### src/rtl/demux_rr_dispatch.sv
// Round-robin dispatcher feeding a 4-way demux: holds one item, grants one
// enabled and ready consumer, and presents the item with a one-hot valid.
module demux_rr_dispatch #(
   parameter int W = 8
) (
   input  logic         clk,
   input  logic         rst_n,
   input  logic         in_valid,
   input  logic [W-1:0] in_data,
   output logic         in_ready,
   input  logic [3:0]   mask,
   input  logic [3:0]   out_ready,
   output logic [1:0]   sel,
   output logic [3:0]   out_valid,
   output logic [W-1:0] out_data,
   output logic         busy
);

   typedef enum logic [1:0] {
      S_IDLE = 2'd0,
      S_ARB  = 2'd1,
      S_SEND = 2'd2
   } state_t;

   state_t       r_state;
   state_t       w_state_nxt;
   logic [1:0]   r_ptr;
   logic [1:0]   r_sel;
   logic [W-1:0] r_data;

   logic [3:0]   w_cand;
   logic [1:0]   w_scan;
   logic [1:0]   w_gnt;
   logic         w_found;
   logic         w_load;
   logic         w_grant;
   logic         w_done;

   assign w_cand = mask & out_ready;

   // First candidate at or after the pointer, wrapping modulo 4.
   always_comb begin
      w_found = 1'b0;
      w_gnt   = r_ptr;
      w_scan  = r_ptr;
      for (int k = 0; k < 4; k++) begin
         w_scan = r_ptr + 2'(k);
         if (!w_found && w_cand[w_scan]) begin
            w_found = 1'b1;
            w_gnt   = w_scan;
         end
      end
   end

   always_comb begin
      w_state_nxt = r_state;
      w_load      = 1'b0;
      w_grant     = 1'b0;
      w_done      = 1'b0;
      case (r_state)
         S_IDLE: begin
            if (in_valid) begin
               w_load      = 1'b1;
               w_state_nxt = S_ARB;
            end
         end
         S_ARB: begin
            if (w_found) begin
               w_grant     = 1'b1;
               w_state_nxt = S_SEND;
            end
         end
         S_SEND: begin
            if (out_ready[r_sel]) begin
               w_done      = 1'b1;
               w_state_nxt = S_IDLE;
            end
         end
         default: w_state_nxt = S_IDLE;
      endcase
   end

   always_ff @(posedge clk or negedge rst_n) begin
      if (!rst_n) begin
         r_state <= S_IDLE;
      end else begin
         r_state <= w_state_nxt;
      end
   end

   always_ff @(posedge clk or negedge rst_n) begin
      if (!rst_n) begin
         r_ptr  <= 2'b00;
         r_sel  <= 2'b00;
         r_data <= '0;
      end else begin
         if (w_load) begin
            r_data <= in_data;
         end
         if (w_grant) begin
            r_sel <= w_gnt;
         end
         if (w_done) begin
            r_ptr <= r_sel + 2'd1;
         end
      end
   end

   // Valid is a decode of registered state, so an async reset clears it at once.
   assign out_valid = (r_state == S_SEND) ? (4'b0001 << r_sel) : 4'b0000;
   assign in_ready  = (r_state == S_IDLE);
   assign busy      = (r_state != S_IDLE);
   assign sel       = r_sel;
   assign out_data  = r_data;

endmodule

### config.mk
export PLATFORM = sky130hd
export DESIGN_NAME = demux_rr_dispatch
export DESIGN_NICKNAME = d
export VERILOG_FILES = /design/src/rtl/demux_rr_dispatch.sv
export SDC_FILE = /design/constraint.sdc
export NUM_CORES = 1
export LEC_CHECK = 0
export ABC_AREA = 1
export CAP_MARGIN = 20
export CORE_MARGIN = 8
export CORE_UTILIZATION = 43
export CTS_CLUSTER_DIAMETER = 60
export DETAILED_ROUTE_END_ITERATION = 10
export HOLD_SLACK_MARGIN = 0.1
export PLACE_DENSITY = 0.78
export SETUP_SLACK_MARGIN = 0.3
export SYNTH_ARGS = -nofsm -noshare
export SYNTH_HDL_FRONTEND = slang
export SYNTH_SLANG_ARGS = --single-unit
export TNS_END_PERCENT = 50
### constraint.sdc
create_clock -name clk -period 1.5 [get_ports clk]
set_input_delay 0.3 -clock clk [delete_from_list [all_inputs] [get_ports clk]]
set_output_delay 0.3 -clock clk [all_outputs]
set_load 0.01 [all_outputs]
==> results of run 1 <==
[layout by cell type, fill, tap and decap left out, types with 2 or more instances in the layout]
master,netlist,layout
clkdlybuf4s50_1,0,15
nor2_1,7,4
o21ai_0,3,2
ha_1,4,2
dfrtp_2,0,3
nand4_1,2,2
buf_6,1,4
inv_4,1,2
nand2_2,4,11
nand2_1,35,26
nand3_2,2,7
dfrtp_1,14,11
buf_4,0,26
clkbuf_2,0,4
dlygate4sd2_1,0,3
nor2_4,0,2
inv_1,11,4
nand3_1,14,8
nor2_2,2,3
mux2_4,0,8
nand2_4,2,3
clkbuf_4,0,3
buf_2,0,11
inv_2,1,6
[repair_timing]
| item | in CTS | in global routing |
|---|---|---|
| endpoints found under the setup margin | 30 | 30 |
| pin swaps | 6 | 11 |
| hold buffers | 0 | 0 |
| setup buffers | 7 | 2 |
| hold endpoints to repair | 0 | 0 |
| resized for setup | 84 | 25 |
[state kept, by name (all words and copies together), names as in the netlist]
register / count
r_ptr: 2
out_data: 8
sel: 2
r_state: 2
[stage by stage]
stage / setup WS [ns] / power (mW)
global placement: -0.296 / 2.73
detailed placement: -0.356 / 2.82
floorplan: 0.124 / 1.82
CTS: -0.0251 / 3.28
global route: -0.190 / 3.67
finish: -0.0726 / 3.43
[layer usage]
| layer | share of wire, % | track usage (%) | vias up |
|---|---|---|---|
| met2 | 54 | 28.2 | 30 |
| met1 | 39 | 15.9 | 515 |
| met5 | 0 | 0 | - |
| li1 | - | - | 510 |
| met4 | 2.3 | 7.98 | 0 |
| met3 | 4.4 | 4.30 | 7 |
[worst max-delay path: stages]
cell and delay, ns:
clkdlybuf4s50_1 0.51, nand3_1 0.15, nand2_2 0.11, nand2_1 0.07, nand2_2 0.10, inv_2 0.06, nand2_2 0.08, nor2_2 0.04
nor2_2 0.15, clkinv_2 0.09, nand2_1 0.06, nand2_1 0.05
[power breakdown]
part           leakage (nW)  internal, mW  switching (mW)
clock                0.0138        0.0935           0.123
combinational         0.652          1.22            1.20
sequential            0.166         0.572           0.220
[logic make-up (layout without fill, tap and decap cells)]
| logic type | Yosys count | in the layout | synth area share [%] |
|---|---|---|---|
| DFF | 14 | 14 | 37.6 |
| AOI/OAI and AO/OA | 7 | 7 | 5.77 |
| buffers and inverters | 15 | 80 | 7.25 |
| adders and majority gates | 4 | 4 | 5.37 |
| muxes | 8 | 8 | 9.66 |
| and+or+nand+nor | 68 | 68 | 34.4 |
[final timing paths]
check                             startpoint           to  slack (ns)  cells after the start
worst max-delay path            out_ready[1]       sel[0]       -0.07                     12
worst min-delay path                   rst_n  out_data[4]        0.32                      2
worst max register to register      r_ptr[0]       sel[0]       -0.07                     11
worst min register to register   out_data[4]  out_data[4]        0.51                      1
max in group asynchronous              rst_n     r_ptr[1]        1.00                      2
min in group clk                 out_data[4]  out_data[4]        0.51                      1
[final cells by class]
type,instances,share of cell area (%)
flip-flops and latches,14,21.7
multi-input cells,87,40.5
inverters,14,4.07
well taps,28,2.15
repair buffers,63,30.2
clock buffers,3,1.38
==> flow_summary_export.csv, run 1 <==
group,metric,value,unit
outcome,status,"finished with violations",
outcome,failed_checks,"setup timing",
sta,worstMarginPinSlew,0.223,ns
sta,maxSlewViolCount,0,
route,drt-total-wl,3.17,mm
place,place_hpwl,2.12,mm
setup_path,crit_path_max_fanout,3,
job,drv_cap,0,
grt,grt_pass1_wl,5.03,mm
final_layout,fin_area,1630,sq um
final_layout,nets,206,
sta,hold_viol,0,
synth,yosys-top-cells-area,"dfrtp_1 (38%), nand2_1 (14%), mux2_2 (9.7%), nand3_1 (7.5%), ha_1 (5.4%)",
clock_network,cts_buffer_depth,2,
final_layout,seq_area,354,sq um
synth,synth-seq-cells,14,
final_layout,syn2layout_area_growth,74.9,%
grt,gr-total-overflow,0,
floorplanning,chipHeight,62.6,um
route,wire_per_inst,15.2,um
floorplanning,coreArea,2130,sq um
setup_path,critPathKind,"primary input to flip-flop",
sta,setup_slack,-0.0726,ns
sta,fin_tns_setup,-0.286,ns
floorplanning,start_util,43.8,%
sta,setup_viol,7,
final_layout,stdcell_count,209,
synth,yosys_most_used_dff,"dfrtp_1",
final_layout,nFillCells,143,
synth,synth_area,932,sq um
synth,synth_commonest_cells,"nand2_1 (35), dfrtp_1 (14), nand3_1 (14), inv_1 (11), mux2_2 (8)",
synth,netlist.area_leader.share,37.6,%
clock_network,cts_made_buffers,3,
floorplanning,num_rows,17,
synth,yosysSeqAreaShare,37.6,%
floorplanning,ios,35,
route,drtAntennaViolNets,0,
setup_path,end_kind,"flip-flop",
sta,rsz0062_at_grt,"true",
floorplanning,fp.dieW,62.6,um
grt,grt_usage,15.6,%
place,placed_area,1480,sq um
route,drt_first_iter_violations,64,
route,vias,1062,
clock_network,cts_tree,"yes",
sta,max-slew-margin-rel,85.1,%
sta,finalCritPeriodShare,105,%
place,place_congestion,0.821,
synth,synth-async-reset-ratio,100,%
sta,fmax,636,MHz
synth,synth_cell_types,21,
synth,syn_nets,139,
sta,fin_worst_skew,0.00208,ns
synth,synth-edff-count,0,
final_layout,num_antenna_cells,0,
setup_path,crit_arrival,1.76,ns
place,dp.cells,197,
clock_network,clkTransAtPathRegs,0.08,ns
power_and_ir_drop,power.leakage,0.832,nW
clock_network,cts_root_buffer,"clkbuf_4",
floorplanning,dieArea,3910,sq um
final_layout,multiInputGateArea,661,sq um
grt,grt_max_degree,15,
synth,synth_area_per_cell,8.04,sq um
final_layout,drive_gt1_share,56.4,%
grt,antenna_found_initial,0,
synth,synth_top_area_cell,"dfrtp_1",
place,port_buffers,34,
grt,grt_pass1_vias,1116,
setup_path,worstSetupStartpointType,"primary input",
clock_network,htreeDepth,1,
synth,syn_inst,116,
route,viasPerCell,5.08,
route,drc_errors,0,
clock_network,clock_latency,0.29,ns
synth,synthesis.yosys.warnings,0,
sta,hold-worst-slack,0.318,ns
setup_path,worstPathRequired,1.68,ns
power_and_ir_drop,pwr_density_cell,2100,nW/um^2
synth,synth.most_common_cell,"nand2_1",
clock_network,cts.sinks,14,
sta,layout_min_cycle_time,1.57,ns
power_and_ir_drop,peakVddDrop,1.32,mV
final_layout,fin_util,76.6,%
route,dr.pass1.iters,4,
worst_hold_path,hp-class,"primary input to async pin",
No activity file was read; power rests on OpenSTA's default activity.
==> run 2: changes to the inputs <==
--- a/config.mk
+++ b/config.mk
@@ -13,6 +13,7 @@
 export DETAILED_ROUTE_END_ITERATION = 10
 export HOLD_SLACK_MARGIN = 0.1
 export PLACE_DENSITY = 0.78
+export REMOVE_ABC_BUFFERS = 1
 export SETUP_SLACK_MARGIN = 0.3
 export SYNTH_ARGS = -nofsm -noshare
 export SYNTH_HDL_FRONTEND = slang
==> flow_summary_export.csv, run 2 (synthesis gave the netlist of run 1 again) <==
group,metric,value,unit
sta,finalCritPeriodShare,112,%
place,place_congestion,0.878,
floorplanning,num_rows,17,
floorplanning,start_util,43.8,%
clock_network,clock_latency,0.30,ns
job,drv_cap,0,
setup_path,worstPathRequired,1.69,ns
grt,grt_max_degree,15,
sta,hold_viol,0,
setup_path,r2r-end,"sel[1]",
final_layout,stdcell_count,210,
floorplanning,chipHeight,62.6,um
grt,grt_usage,17.3,%
route,viasPerCell,5.27,
setup_path,end_kind,"flip-flop",
setup_path,crit_path_max_fanout,8,
outcome,status,"finished with violations",
power_and_ir_drop,peakVddDrop,1.37,mV
sta,setup_viol,8,
place,place_hpwl,2.14,mm
clock_network,cts_buffer_depth,2,
route,dr.pass1.iters,4,
floorplanning,fp.dieW,62.6,um
sta,rsz0062_at_grt,"true",
clock_network,cts_root_buffer,"clkbuf_4",
route,vias,1106,
final_layout,num_antenna_cells,0,
floorplanning,coreArea,2130,sq um
final_layout,syn2layout_area_growth,79.6,%
worst_hold_path,hp-class,"primary input to async pin",
sta,maxSlewViolCount,0,
power_and_ir_drop,power.leakage,0.839,nW
sta,fmax,596,MHz
grt,antenna_found_initial,0,
place,dp_slack,-0.373,ns
clock_network,htreeDepth,1,
power_and_ir_drop,pwr_density_cell,2210,nW/um^2
setup_path,critPathKind,"flip-flop to flip-flop",
grt,grt_pass1_wl,5.56,mm
sta,layout_min_cycle_time,1.68,ns
setup_path,reg2reg_depth,11,
floorplanning,dieArea,3910,sq um
sta,fin_tns_setup,-0.953,ns
route,drtAntennaViolNets,0,
final_layout,final_cell_mix,"nand2_1 (28), buf_4 (23), clkdlybuf4s50_1 (18)",
sta,max-slew-margin-rel,85.4,%
clock_network,cts_made_buffers,3,
setup_path,worstSetupStartpointType,"flip-flop",
clock_network,clkTransAtPathRegs,0.10,ns
final_layout,drive_gt1_share,54.9,%
route,drt_first_iter_violations,65,
outcome,failed_checks,"setup timing",
setup_path,r2r_start,"r_ptr[0]",
final_layout,largest_reg_flops,8,
grt,grt_pass1_vias,1131,
final_layout,final_common_cell,"nand2_1",
clock_network,cts.sinks,14,
setup_path,crit_arrival,1.87,ns
sta,fin_worst_skew,0.00680,ns
route,wire_per_inst,17.0,um
route,drc_errors,0,
place,dp.cells,193,
floorplanning,ios,35,
setup_path,rrSetupSlack,-0.18,ns
route,drt-total-wl,3.57,mm
grt,gr-total-overflow,0,
clock_network,cts_tree,"yes",
sta,worstMarginPinSlew,0.217,ns
final_layout,fin_util,78.7,%
place,port_buffers,34,
sta,setup_slack,-0.178,ns
final_layout,nets,206,
==> run 2: final cells by class <==
cell class | instances | area [sq um]
clock buffers | 4 | 36.3
fillers | 129 | 453
inverters | 14 | 58.8
multi-input cells | 87 | 672
flip-flops and latches | 14 | 353
well taps | 28 | 35.0
repair buffers | 63 | 519
==> run 2: stage by stage <==
stage          area (sq um)  total power, mW  hold slack [ns]
5_1_grt                1670             3.92            0.335
4_1_cts                1570             3.28            0.316
3_3_place_gp           1420             2.63            0.489
2_1_floorplan           921             1.73          0.00441
3_5_place_dp           1420             2.72            0.498
6_report               1670             3.70            0.318
==> run 2: worst max-delay path by stage <==
stage,from,to,cells after the start
4_1_cts,r_ptr[0],sel[1],12
3_3_place_gp,out_ready[3],sel[1],12
2_1_floorplan,r_ptr[0],sel[0],12
6_report,r_ptr[0],sel[1],11
5_1_grt,r_ptr[0],sel[1],11
3_5_place_dp,out_ready[1],sel[1],12
==> run 2: report_power, final <==
part | internal, mW | switching (mW) | leakage (nW)
Clock | 0.148 | 0.147 | 0.0210
Sequential | 0.569 | 0.199 | 0.167
Combinational | 1.31 | 1.33 | 0.651
==> run 2: critical path: stages, from the launching register on <==
cell and delay [ns]:
dfrtp_2 0.49, clkinv_4 0.14, nand2_2 0.09, nand2_2 0.07, nand2_2 0.10, nand2_4 0.07
a21oi_4 0.17, nand3_2 0.15, nand2_1 0.10, nand2_1 0.05, nand2_1 0.06, nand2_1 0.07
==> run 2: routing by layer <==
metal  part of all wire [%]  global-route usage (%)
met1                     39                    19.0
met2                     52                    30.5
met3                    5.2                    2.33
met4                    4.3                    11.1
met5                      0                       0
==> run 2: timing repair <==
| action | CTS | global route |
|---|---|---|
| buffers inserted | 10 | 3 |
| hold buffers | 0 | 0 |
| endpoints found under the setup margin | 30 | 22 |
| gates resized for setup | 100 | 22 |
| pin swaps | 16 | 3 |
